## config.mk

```make
export PLATFORM = sky130hd
export DESIGN_NAME = spi_master_arbiter
export DESIGN_NICKNAME = d
export VERILOG_FILES = /design/src/rtl/spi_arb_pkg.sv /design/src/rtl/spi_arb_rr.sv /design/src/rtl/spi_master_arbiter.sv
export SDC_FILE = /design/constraint.sdc
export NUM_CORES = 1
export LEC_CHECK = 0
export BUFFER_PORTS_ARGS = -buffer_cell sky130_fd_sc_hd__buf_2
export CORE_MARGIN = 5
export CORE_UTILIZATION = 35
export CTS_BUF_LIST = sky130_fd_sc_hd__clkbuf_8 sky130_fd_sc_hd__clkbuf_16
export DETAILED_ROUTE_END_ITERATION = 6
export GPL_TIMING_DRIVEN = 0
export HOLD_SLACK_MARGIN = 0.12
export PLACE_DENSITY = 0.65
export SKIP_LAST_GASP = 1
export SLEW_MARGIN = 20
export SYNTH_ARGS = -nofsm -noshare
export SYNTH_HDL_FRONTEND = slang
export SYNTH_HIERARCHICAL = 1
export SYNTH_SLANG_ARGS = --single-unit
```

## constraint.sdc

```tcl
create_clock -name sys_clk -period 3.5 [get_ports sys_clk]
set_input_delay 0.35 -clock sys_clk [delete_from_list [all_inputs] [get_ports sys_clk]]
set_output_delay 0.35 -clock sys_clk [all_outputs]
set_load 0.02 [all_outputs]
```

## src/rtl/spi_arb_pkg.sv

```systemverilog
// Shared types and defaults for the SPI master arbiter.
// Timeout logic is built only when SPI_ARB_TIMEOUT_EN is defined.
package spi_arb_pkg;

  typedef enum logic [1:0] {
    S_IDLE,
    S_START,
    S_BUSY,
    S_RESP
  } state_t;

  localparam int DEF_DATA_W  = 16;
  localparam int DEF_LEN_W   = 5;
  localparam int DEF_CS_W    = 1;
  localparam int DEF_TIMEOUT = 4096;

endpackage

```

## src/rtl/spi_arb_rr.sv

```systemverilog
// Round-robin winner select: first valid requester at or after ptr,
// wrapping to index 0.
module spi_arb_rr #(
  parameter int NREQ  = 2,
  parameter int PTR_W = 1
) (
  input  logic [NREQ-1:0]  req,
  input  logic [PTR_W-1:0] ptr,
  output logic [NREQ-1:0]  win,
  output logic             any
);

  logic found;

  always_comb begin
    win   = '0;
    found = 1'b0;
    any   = |req;
    for (int j = 0; j < NREQ; j++) begin
      if (!found && req[j] && (j >= int'(ptr))) begin
        win[j] = 1'b1;
        found  = 1'b1;
      end
    end
    // wrap-around pass
    for (int j = 0; j < NREQ; j++) begin
      if (!found && req[j] && (j < int'(ptr))) begin
        win[j] = 1'b1;
        found  = 1'b1;
      end
    end
  end

endmodule

```

## src/rtl/spi_master_arbiter.sv

```systemverilog
// Arbitrates NREQ requesters onto one SPI master core.
// Define SPI_ARB_TIMEOUT_EN to enable the BUSY timeout/abort path.
module spi_master_arbiter
  import spi_arb_pkg::*;
#(
  parameter int NREQ           = 2,
  parameter int DATA_W         = DEF_DATA_W,
  parameter int LEN_W          = DEF_LEN_W,
  parameter int CS_W           = DEF_CS_W,
  parameter int TIMEOUT_CYCLES = DEF_TIMEOUT
) (
  input  logic                   sys_clk,
  input  logic                   sys_rst,
  input  logic [NREQ-1:0]        req_valid,
  output logic [NREQ-1:0]        req_ready,
  input  logic [NREQ*DATA_W-1:0] req_data,
  input  logic [NREQ*LEN_W-1:0]  req_len,
  input  logic [NREQ*CS_W-1:0]   req_cs,
  output logic [NREQ-1:0]        rsp_valid,
  input  logic [NREQ-1:0]        rsp_ready,
  output logic [DATA_W-1:0]      rsp_data,
  output logic                   rsp_err,
  output logic                   m_start,
  output logic [DATA_W-1:0]      m_mosi,
  output logic [LEN_W-1:0]       m_len,
  output logic [CS_W-1:0]        m_cs,
  input  logic                   m_idle,
  input  logic                   m_done,
  input  logic [DATA_W-1:0]      m_miso,
  output logic                   m_abort,
  output logic [NREQ-1:0]        grant,
  output logic                   busy
);

  localparam int PTR_W = (NREQ > 1) ? $clog2(NREQ) : 1;

  state_t             state_q, state_d;
  logic [PTR_W-1:0]   rr_q;
  logic [PTR_W-1:0]   win_idx, rr_nxt;
  logic [NREQ-1:0]    win, grant_q;
  logic               any;
  logic [DATA_W-1:0]  sel_data, mosi_q, rdata_q;
  logic [LEN_W-1:0]   sel_len, len_q;
  logic [CS_W-1:0]    sel_cs, cs_q;
  logic [NREQ-1:0]    ready_c, rvalid_c;
  logic               start_c, abort_c, tmo_hit;
  logic               accept;

  spi_arb_rr #(
    .NREQ  (NREQ),
    .PTR_W (PTR_W)
  ) u_rr (
    .req (req_valid),
    .ptr (rr_q),
    .win (win),
    .any (any)
  );

  always_comb begin
    win_idx  = '0;
    sel_data = '0;
    sel_len  = '0;
    sel_cs   = '0;
    for (int j = 0; j < NREQ; j++) begin
      if (win[j]) begin
        win_idx  = PTR_W'(j);
        sel_data = req_data[j*DATA_W +: DATA_W];
        sel_len  = req_len[j*LEN_W +: LEN_W];
        sel_cs   = req_cs[j*CS_W +: CS_W];
      end
    end
    rr_nxt = (win_idx == PTR_W'(NREQ - 1)) ? '0
           : win_idx + PTR_W'(1);
  end

  assign accept = |(rsp_ready & grant_q);

`ifdef SPI_ARB_TIMEOUT_EN
  localparam int CNT_W = $clog2(TIMEOUT_CYCLES + 1);

  logic [CNT_W-1:0] tmo_q;
  logic             err_q;

  assign tmo_hit = (tmo_q == CNT_W'(TIMEOUT_CYCLES - 1));

  always_ff @(posedge sys_clk) begin
    if (sys_rst) begin
      tmo_q <= '0;
    end else if (state_q == S_START) begin
      tmo_q <= '0;
    end else if (state_q == S_BUSY) begin
      tmo_q <= tmo_q + CNT_W'(1);
    end
  end

  always_ff @(posedge sys_clk) begin
    if (sys_rst) begin
      err_q <= 1'b0;
    end else if (state_q == S_BUSY) begin
      if (m_done) err_q <= 1'b0;
      else if (tmo_hit) err_q <= 1'b1;
    end
  end

  assign rsp_err = sys_rst ? 1'b0 : err_q;
  assign m_abort = sys_rst ? 1'b0 : abort_c;
`else
  logic unused_tmo;
  assign unused_tmo = (TIMEOUT_CYCLES != 0);
  assign tmo_hit    = 1'b0;
  assign rsp_err    = 1'b0;
  assign m_abort    = 1'b0;
`endif

  always_comb begin
    state_d  = state_q;
    ready_c  = '0;
    rvalid_c = '0;
    start_c  = 1'b0;
    abort_c  = 1'b0;
    unique case (state_q)
      S_IDLE: begin
        if (any) begin
          ready_c = win;
          state_d = S_START;
        end
      end
      S_START: begin
        if (m_idle) begin
          start_c = 1'b1;
          state_d = S_BUSY;
        end
      end
      S_BUSY: begin
        if (m_done) begin
          state_d = S_RESP;
        end else if (tmo_hit) begin
          abort_c = 1'b1;
          state_d = S_RESP;
        end
      end
      S_RESP: begin
        rvalid_c = grant_q;
        if (accept) state_d = S_IDLE;
      end
      default: state_d = S_IDLE;
    endcase
  end

  always_ff @(posedge sys_clk) begin
    if (sys_rst) begin
      state_q <= S_IDLE;
      rr_q    <= '0;
      grant_q <= '0;
      mosi_q  <= '0;
      len_q   <= '0;
      cs_q    <= '0;
      rdata_q <= '0;
    end else begin
      state_q <= state_d;
      if (state_q == S_IDLE && any) begin
        grant_q <= win;
        rr_q    <= rr_nxt;
        mosi_q  <= sel_data;
        len_q   <= sel_len;
        cs_q    <= sel_cs;
      end
      if (state_q == S_BUSY) begin
        if (m_done) rdata_q <= m_miso;
        else if (tmo_hit) rdata_q <= '0;
      end
      if (state_q == S_RESP && accept) grant_q <= '0;
    end
  end

  // outputs are forced low for as long as reset is held
  assign req_ready = sys_rst ? '0 : ready_c;
  assign rsp_valid = sys_rst ? '0 : rvalid_c;
  assign rsp_data  = sys_rst ? '0 : rdata_q;
  assign m_start   = sys_rst ? 1'b0 : start_c;
  assign m_mosi    = sys_rst ? '0 : mosi_q;
  assign m_len     = sys_rst ? '0 : len_q;
  assign m_cs      = sys_rst ? '0 : cs_q;
  assign grant     = sys_rst ? '0 : grant_q;
  assign busy      = !sys_rst && (state_q != S_IDLE);

endmodule

```

==> results.sh <==
export IMPL_finalWorstPathRequiredPeriod_ps=2300
export IMPL_worst_ep_required_time_ps=3150
export IMPL_mappedNetlistArea_sq_um=2180
export IMPL_antennaDiodeCount=0
export IMPL_grt_pass1_wl_mm=9.78
export IMPL_total_vias_in_the_final_route=2262
export IMPL_hp_class="in -> reg"
export IMPL_hold_fix_buffer_count_after_cts=0
export IMPL_timing_critical_path_from_type="register"
export IMPL_timing_final_crit_share_pct=65.7
export IMPL_tritoncts="built"
export IMPL_worst_setup_hold_path_clk_slew_ps=90
export IMPL_postRouteAntennaNets=0
export IMPL_syn_instance_count=288
export IMPL_setup_violations_final=0
export IMPL_post_synth_cell_area_avg_sq_um=7.57
export IMPL_drt_first_iter_violations=48
export IMPL_max_clock_buf_depth=2
export IMPL_mostFrequentLayoutCell="sky130_fd_sc_hd__buf_2"
export IMPL_dp_worst_setup_slack_ps=1490
export IMPL_synth_unique_cells=30
export IMPL_cp_arrival_ps=1950
export IMPL_setup_repair_after_global_routing_missed_its_margin="false"
export IMPL_overflow=0
export IMPL_clk_root_buffer_cell="sky130_fd_sc_hd__clkbuf_8"
export IMPL_smallest_setup_slack_after_layout_ps=1200
export IMPL_hold_ws_ps=288
export IMPL_post_cts_resized=0
export IMPL_insertion_delay_ps=290
export IMPL_timing_hold_violations_final=0
export IMPL_antenna_found_initial=0
export IMPL_sequential_cell_area_sq_um=861
export IMPL_floorplan_die_area_sq_um=7910
export IMPL_ys_async_sr_fraction_pct=0
export IMPL_worstSetupPathType="reg -> out"
export IMPL_core_area_sq_um=5990
export IMPL_net_switching_power_mw=0.584
export IMPL_gr_usage_all_layers_pct=15.6
export IMPL_first_global_vias=2107
export IMPL_synth_edff_count=0
export IMPL_endpoint_kind="output pin"
export IMPL_route_detailed_vias_per_inst=4.67
export IMPL_mostFrequentLayoutCells="sky130_fd_sc_hd__buf_2 (119), sky130_fd_sc_hd__nand2_1 (81), sky130_fd_sc_hd__dfxtp_1 (43), sky130_fd_sc_hd__nor2b_1 (41)"
export IMPL_power_per_cell_area_nw_per_um2=551
export IMPL_htree_levels=2
export IMPL_critical_path_max_fanout=10
export IMPL_max_frequency_mhz=435
export IMPL_cell_internal_pwr_mw=1.05
export IMPL_cap_viol_max_count=0
export IMPL_ys_seq_area_share_pct=39.5
export IMPL_vdd_ir_drop_worst_v=0.000242
export IMPL_post_cts_setup_buffer_count=0
export IMPL_grt_max_degree=14
export IMPL_clock_network_fraction_of_total_power_pct=24.6
export IMPL_layout_core_utilization_pct=49.3
export IMPL_worst_clock_skew_ps=7.54
export IMPL_clkSinkCount=43
export IMPL_post_route_cells_drive_above_1_share_pct=33.3
export IMPL_cts_buffers=5
export IMPL_drt_pre_antenna_iters=4
export IMPL_multiInputGateArea_sq_um=1150
export IMPL_tns_ps=0
export IMPL_start_util_pct=36.4
export IMPL_outcome="finished clean"
export IMPL_tightestPinTransition_ps=553
export IMPL_fp_dieW_um=88.9
export IMPL_drc=0
export IMPL_drt_wl_total_mm=6.36
export IMPL_drv_slew=0
export IMPL_ys_warn_count=6
export IMPL_combPwrFrac_pct=38.1
export IMPL_placement_rows=28
export IMPL_postSynthRegisterBits=43
export IMPL_finalNetCount=480
export IMPL_synth_main_ff_cell="sky130_fd_sc_hd__dfxtp_1"
export IMPL_place_hpwl_mm=4.95
export IMPL_area_delta_synth_final_pct=35.6
export IMPL_seq_power_share_pct=37.3
export IMPL_routabilityCongestion=0.752
export IMPL_io_buffer_count=112
export IMPL_die_height_um=88.9
export IMPL_design_portCount=116
export IMPL_power_leakage_nw=1.35
export IMPL_wl_per_cell_um=13.1
export IMPL_swShare_pct=35.8
export IMPL_fillers=625
export IMPL_slew_headroom_pct=63.2
-- cell families (layout without fill, tap and decap cells) --
group | count (synthesis) | count (layout) | share of synthesized area (%)
adders and majority gates | 4 | 4 | 2.30
buffers and inverters | 29 | 149 | 7.69
other | 1 | 2 | 0.172
DFF | 43 | 43 | 39.5
AOI/OAI and AO/OA | 47 | 47 | 13.2
and+or+nand+nor | 162 | 162 | 36.2
muxes | 2 | 2 | 0.919
-- layer usage --
metal	vias to the layer above	routed length [um]	track usage, %
li1	1183	-	-
met1	989	2950	20.9
met2	84	2690	24.8
met3	6	682	4.42
met4	0	46	3.98
met5	-	0	0
-- synth_stat cells (2+ instances only) --
master / count / share of area [%]
sky130_fd_sc_hd__nor2_1: 2 / 0.34
sky130_fd_sc_hd__nand3_1: 21 / 4.8
sky130_fd_sc_hd__nor2b_1: 41 / 12
sky130_fd_sc_hd__nand2_1: 81 / 14
sky130_fd_sc_hd__buf_6: 5 / 2.6
sky130_fd_sc_hd__inv_1: 4 / 0.69
sky130_fd_sc_hd__a31oi_1: 21 / 6.0
sky130_fd_sc_hd__ha_1: 4 / 2.3
sky130_fd_sc_hd__buf_4: 3 / 1.0
sky130_fd_sc_hd__clkbuf_1: 8 / 1.4
sky130_fd_sc_hd__mux2i_1: 2 / 0.92
sky130_fd_sc_hd__buf_2: 7 / 1.6
sky130_fd_sc_hd__a21boi_0: 2 / 0.69
sky130_fd_sc_hd__nor3b_1: 4 / 1.4
sky130_fd_sc_hd__and2_1: 2 / 0.57
sky130_fd_sc_hd__nand2b_1: 7 / 2.0
sky130_fd_sc_hd__a21oi_1: 18 / 4.1
sky130_fd_sc_hd__dfxtp_1: 43 / 39
sky130_fd_sc_hd__a21boi_1: 2 / 0.69
-- path summary, 6_finish.rpt --
check	to	from	slack [ps]	cells after the start
setup / recovery	req_ready[0]	state_q[0]	1200	6
hold / removal	rdata_q[3]	m_miso[3]	290	3
setup reg to reg	len_q[3]	state_q[0]	1870	6
hold reg to reg	rdata_q[1]	rdata_q[1]	450	2
-- layout make-up --
type                    instances  share of cell area, %
multi-input cells             217                   39.1
flip-flops and latches         43                   29.1
repair buffers                112                   19.0
plain buffers                  25                   5.17
well taps                      75                   3.18
clock buffers                   6                   2.79
clock inverters                 2                   1.19
inverters                       4                  0.508
-- flip-flops by register name, summed over array words and instances, names as in the netlist --
name and flops:
state_q 2, len_q 5, grant_q 2, mosi_q 16, rr_q 1, rdata_q 16, cs_q 1
-- stage by stage --
stage / instance area (sq um) / power, mW / std cells
after floorplan: 2180 / 1.05 / 289
after global placement: 2840 / 1.24 / 476
after detailed placement: 2840 / 1.24 / 476
after CTS: 2960 / 1.64 / 484
after global routing: 2960 / 1.73 / 484
final: 2960 / 1.63 / 484
-- critical path: stages (launching register included) --
cell and delay, ps:
sky130_fd_sc_hd__dfxtp_1 350, sky130_fd_sc_hd__inv_1 80, sky130_fd_sc_hd__ha_1 250, sky130_fd_sc_hd__nand2_1 250, sky130_fd_sc_hd__buf_2 270, sky130_fd_sc_hd__nor3b_1 240, sky130_fd_sc_hd__buf_2 210
-- power groups by stage --
stage	clock network [mW]	logic, mW	registers, mW
final	0.401	0.621	0.608
after global routing	0.430	0.683	0.620
after CTS	0.410	0.626	0.608
after detailed placement	0	0.624	0.620
after global placement	0	0.619	0.617
after floorplan	0	0.445	0.609
(Power assumes the default switching activity.)
